==> src/rtl/pes_pipe_cla_adder.sv <==
// Two-stage pipelined carry-lookahead adder/subtractor with valid/ready handshake.
// Stage 1 captures operands plus bit/block propagate-generate; stage 2 resolves carries and flags.
module pes_pipe_cla_adder #(
    parameter int WIDTH = 16,
    parameter int BLK   = 4
) (
    input  logic             clk,
    input  logic             rst,
    input  logic             in_valid,
    output logic             in_ready,
    input  logic [WIDTH-1:0] A,
    input  logic [WIDTH-1:0] B,
    input  logic             Cin,
    input  logic             SUB,
    output logic             out_valid,
    input  logic             out_ready,
    output logic [WIDTH-1:0] S,
    output logic             Cout,
    output logic             OVF,
    output logic             PG,
    output logic             GG
);
    localparam int NBLK = WIDTH / BLK;

    logic [WIDTH-1:0] be;
    logic             c0;
    logic [WIDTH-1:0] p;
    logic [WIDTH-1:0] g;
    logic [NBLK-1:0]  blk_pg;
    logic [NBLK-1:0]  blk_gg;

    logic             s1_valid;
    logic [WIDTH-1:0] a_r;
    logic [WIDTH-1:0] be_r;
    logic             c0_r;
    logic [WIDTH-1:0] p_r;
    logic [WIDTH-1:0] g_r;
    logic [NBLK-1:0]  bpg_r;
    logic [NBLK-1:0]  bgg_r;

    logic [NBLK:0]    blk_c;
    logic             word_gg;
    logic [WIDTH:0]   c;
    logic [WIDTH-1:0] sum_d;

    logic             s2_valid;
    logic [WIDTH-1:0] s_q;
    logic             cout_q;
    logic             ovf_q;
    logic             pg_q;
    logic             gg_q;

    logic             s2_adv;
    logic             accept;

    assign be     = SUB ? ~B : B;
    assign c0     = SUB ? 1'b1 : Cin;
    assign p      = A ^ be;
    assign g      = A & be;

    assign s2_adv   = !s2_valid || out_ready;
    assign in_ready = !rst && (!s1_valid || s2_adv);
    assign accept   = in_valid && in_ready;

    always_comb begin : block_lookahead
        logic pg_acc;
        logic gg_acc;
        logic term;
        blk_pg = '0;
        blk_gg = '0;
        for (int j = 0; j < NBLK; j++) begin
            pg_acc = 1'b1;
            gg_acc = 1'b0;
            for (int k = 0; k < BLK; k++) begin
                pg_acc = pg_acc & p[j*BLK+k];
                term   = g[j*BLK+k];
                for (int m = k + 1; m < BLK; m++) begin
                    term = term & p[j*BLK+m];
                end
                gg_acc = gg_acc | term;
            end
            blk_pg[j] = pg_acc;
            blk_gg[j] = gg_acc;
        end
    end

    // Each block carry is a flat sum of products over lower blocks' PG/GG, not a chain.
    always_comb begin : block_carries
        logic acc;
        logic term;
        blk_c = '0;
        for (int j = 0; j <= NBLK; j++) begin
            acc = c0_r;
            for (int m = 0; m < j; m++) begin
                acc = acc & bpg_r[m];
            end
            for (int k = 0; k < j; k++) begin
                term = bgg_r[k];
                for (int m = k + 1; m < j; m++) begin
                    term = term & bpg_r[m];
                end
                acc = acc | term;
            end
            blk_c[j] = acc;
        end
        acc = 1'b0;
        for (int k = 0; k < NBLK; k++) begin
            term = bgg_r[k];
            for (int m = k + 1; m < NBLK; m++) begin
                term = term & bpg_r[m];
            end
            acc = acc | term;
        end
        word_gg = acc;
    end

    always_comb begin : bit_carries
        logic acc;
        logic term;
        int   base;
        c = '0;
        for (int i = 0; i < WIDTH; i++) begin
            base = (i / BLK) * BLK;
            acc  = blk_c[i/BLK];
            for (int m = base; m < i; m++) begin
                acc = acc & p_r[m];
            end
            for (int k = base; k < i; k++) begin
                term = g_r[k];
                for (int m = k + 1; m < i; m++) begin
                    term = term & p_r[m];
                end
                acc = acc | term;
            end
            c[i] = acc;
        end
        c[WIDTH] = blk_c[NBLK];
    end

    assign sum_d = a_r ^ be_r ^ c[WIDTH-1:0];

    always_ff @(posedge clk) begin
        if (rst) begin
            s1_valid <= 1'b0;
            a_r      <= '0;
            be_r     <= '0;
            c0_r     <= 1'b0;
            p_r      <= '0;
            g_r      <= '0;
            bpg_r    <= '0;
            bgg_r    <= '0;
            s2_valid <= 1'b0;
            s_q      <= '0;
            cout_q   <= 1'b0;
            ovf_q    <= 1'b0;
            pg_q     <= 1'b0;
            gg_q     <= 1'b0;
        end else begin
            if (in_ready) begin
                s1_valid <= in_valid;
            end
            if (accept) begin
                a_r   <= A;
                be_r  <= be;
                c0_r  <= c0;
                p_r   <= p;
                g_r   <= g;
                bpg_r <= blk_pg;
                bgg_r <= blk_gg;
            end
            if (s2_adv) begin
                s2_valid <= s1_valid;
            end
            if (s2_adv && s1_valid) begin
                s_q    <= sum_d;
                cout_q <= c[WIDTH];
                ovf_q  <= c[WIDTH-1] ^ c[WIDTH];
                pg_q   <= &bpg_r;
                gg_q   <= word_gg;
            end
        end
    end

    assign out_valid = s2_valid;
    assign S         = s_q;
    assign Cout      = cout_q;
    assign OVF       = ovf_q;
    assign PG        = pg_q;
    assign GG        = gg_q;
endmodule

==> config.mk <==
export PLATFORM = sky130hd
export DESIGN_NAME = pes_pipe_cla_adder
export DESIGN_NICKNAME = d
export VERILOG_FILES = /design/src/rtl/pes_pipe_cla_adder.sv
export SDC_FILE = /design/constraint.sdc
export NUM_CORES = 1
export LEC_CHECK = 0
export ABC_AREA = 1
export ABC_CLOCK_PERIOD_IN_PS = 1700
export BUFFER_PORTS_ARGS = -buffer_cell sky130_fd_sc_hd__buf_2
export CORE_AREA = 10 10 101 103
export CTS_CLUSTER_SIZE = 28
export DETAILED_ROUTE_END_ITERATION = 10
export DIE_AREA = 0 0 111 113
export GPL_TIMING_DRIVEN = 0
export PLACE_DENSITY = 0.74
export SYNTH_ARGS = -nofsm -noshare
export SYNTH_HDL_FRONTEND = slang
export SYNTH_SLANG_ARGS = --single-unit
==> constraint.sdc <==
create_clock -name clk -period 1.7 [get_ports clk]
set_input_delay 0.17 -clock clk [delete_from_list [all_inputs] [get_ports clk]]
set_output_delay 0.17 -clock clk [all_outputs]
set_load 0.02 [all_outputs]
==> results.sh <==
export IMPL_outcome="finished, final reports clean"
export IMPL_worst_pin_slew_ps=717.0
export IMPL_cts_resized=0
export IMPL_drt_wl_total_microns=11640
export IMPL_final_area_sq_um=4733
export IMPL_dieHeight_microns=113
export IMPL_fin_crit_ps=1538
export IMPL_syn_area_per_cell_sq_um=7.672
export IMPL_fin_util=0.5819
export IMPL_slew_violations=0
export IMPL_grt_max_degree=14
export IMPL_grt_pass1_vias=3619
export IMPL_cts_sinks=87
export IMPL_wl_per_cell_microns=16.40
export IMPL_slew_headroom=0.5220
export IMPL_drc=0
export IMPL_nets=655
export IMPL_ys_seq_area_frac=0.4267
export IMPL_yosys_warnings=0
export IMPL_antenna_found_initial=0
export IMPL_dr_pass1_iters=5
export IMPL_p_leak_nw=2.197
export IMPL_antenna_cells=0
export IMPL_criticalPathCategory="primary input to register"
export IMPL_dpl_hpwl_microns=8130
export IMPL_grt_usage=0.1824
export IMPL_design_core_area_sq_um=8134
export IMPL_die_area_sq_um=12540
export IMPL_synth_cells=532
export IMPL_insertion_delay_ps=360
export IMPL_grt_setup_unrepaired="no"
export IMPL_worstPathArrival_ps=1790
export IMPL_ys_types=31
export IMPL_initial_core_util=0.5018
export IMPL_hold_viol=0
export IMPL_io_pins=60
export IMPL_area_growth_pct=15.97
export IMPL_grt_pass1_wl_microns=18440
export IMPL_syn_area_sq_um=4081
export IMPL_dpl_cell_area_sq_um=4503
export IMPL_cts_setup_buffers=0
export IMPL_period_share=0.9047
export IMPL_fp_dieW_microns=111
export IMPL_worst_hold_path_type="primary input to register"
export IMPL_hold_buffers=0
export IMPL_clk_pin_slew_worst_paths_ps=80
export IMPL_grt_ovfl_total=0
export IMPL_power_density_nw_per_um2=1019
export IMPL_htreeDepth=3
export IMPL_placed_cells=695
export IMPL_stdcell_count=710
export IMPL_ir_worst_vdd_v=0.0005332
export IMPL_cts_made_buffers=9
export IMPL_ctsLongestPathBuffers=2
export IMPL_gp_congestion=0.8683
export IMPL_yosys_register_bits=87
export IMPL_drive_above_1_share=0.1901
export IMPL_worstPathMaxFanout=10
export IMPL_endpoint_kind="register"
export IMPL_io_buffers=58
export IMPL_vias=3668
export IMPL_synthesis_nets=586
export IMPL_cts_root_buf="clkbuf_8"
export IMPL_cts_tree="yes"
export IMPL_fp_row_count=33
export IMPL_required_ps=1950
export IMPL_drv_cap=0
export IMPL_hold_ws_ps=28.31
export IMPL_ant_nets=0
export IMPL_total_power_mw=4.821
export IMPL_drtIter0Drc=212
export IMPL_final_setup_viol_count=0
export IMPL_worst_setup_path_start_kind="primary input"
export IMPL_via_per_inst=5.166
export IMPL_clock_fmax_ghz=0.6502
export IMPL_fin_skew_ps=7.949
-- path summary, 6_finish.rpt --
| path | from | to | slack (ps) | cells past startpoint |
|---|---|---|---|---|
| setup / recovery | SUB | bgg_r[1] | 160 | 10 |
| setup reg to reg | out_valid | a_r[14] | 170 | 6 |
| hold / removal | A[7] | a_r[7] | 30 | 3 |
| hold reg to reg | p_r[6] | p_r[6] | 480 | 2 |
-- Yosys cell counts --
cell      number  area share
a21o_1         1      0.0018
o221ai_1       5       0.011
nor3_1         1      0.0012
buf_1          2      0.0018
o211ai_1       1      0.0018
nand4_2        1      0.0031
o21ai_2        2      0.0043
xnor2_1       16       0.034
inv_2          5      0.0046
inv_4          1      0.0015
a211oi_2       1      0.0031
ha_1          16       0.049
nand4_1        8       0.012
nand3_1       17       0.021
nand2_2       11       0.017
nand2_1      127        0.12
xor2_1        24       0.052
a21oi_2        3      0.0064
buf_2         11       0.013
nand3_2        1      0.0025
inv_1         45       0.041
o21ai_1        6      0.0074
nor2_4         1      0.0028
clkinv_1       1     0.00092
o21ai_0       66       0.081
nor2_1        27       0.025
dfxtp_1       87        0.43
buf_4          3      0.0055
clkbuf_1      10      0.0092
a21oi_1       30       0.037
buf_6          2      0.0055
-- flip-flops by register name, indices dropped and copies added (netlist names) --
register and flops:
S 16, a_r 16, be_r 16, g_r 12
p_r 12, bgg_r 4, bpg_r 4, Cout 1
GG 1, OVF 1, PG 1, c0_r 1
out_valid 1, s1_valid 1
-- layout make-up --
type	count	area, sq um
Timing Repair Buffer	58	290.3
Sequential cell	87	1742
Tap cell	105	131.4
Fill cell	718	3401
Buffer	28	145.1
Inverter	52	197.7
Clock buffer	12	165.2
Multi-Input combinational cell	365	1997
Clock inverter	3	65.06
-- kinds of logic after synthesis --
logic type / share of synthesized area
AND/OR/NAND/NOR: 0.2011
AO/OA/AOI/OAI: 0.1533
flip-flops: 0.4267
buffers and inverters: 0.08400
XOR/XNOR: 0.08584
adder cells (fa/ha/maj): 0.04905
-- layer usage --
metal | vias up | routed length [microns] | global-route usage
li1 | 1843 | - | -
met1 | 1672 | 5025 | 0.2173
met2 | 139 | 5596 | 0.3172
met3 | 14 | 844 | 0.03751
met4 | 0 | 176 | 0.06597
met5 | - | 0 | 0
-- where the power goes --
group | switching (mW) | total [mW] | internal, mW | leakage (nW)
clock network | 0.728 | 1.67 | 0.938 | 0.118
logic | 0.532 | 0.857 | 0.325 | 1.36
registers | 0.102 | 2.30 | 2.20 | 0.717
total | 1.36 | 4.82 | 3.46 | 2.20
-- per-stage QoR --
step	setup slack (ps)	setup TNS, ps
floorplan	121.2	0
global placement	-184.3	-367.5
detailed placement	-209.8	-416.4
CTS	161.5	0
global route	6.706	0
finish	162.1	0
-- critical path, stage by stage --
cell and delay (ps):
buf_2 240, buf_4 290, xor2_1 210, ha_1 280, nand2_1 70, inv_1 30, o21ai_0 150, nand2_1 70
a21oi_1 170, o21ai_0 90
-- layout by cell type (no fill, tap or decap), types with 6 or more instances in the layout --
cell      count
xor2_1       24
o21ai_0      66
nor2_1       27
dfxtp_1      87
nand2_2      11
inv_1        45
xnor2_1      16
ha_1         16
clkbuf_1     10
a21oi_1      30
nand4_1       8
nand2_1     127
clkbuf_8     12
buf_2        69
nand3_1      17
o21ai_1       6
No activity file was read; power rests on OpenSTA's default activity.
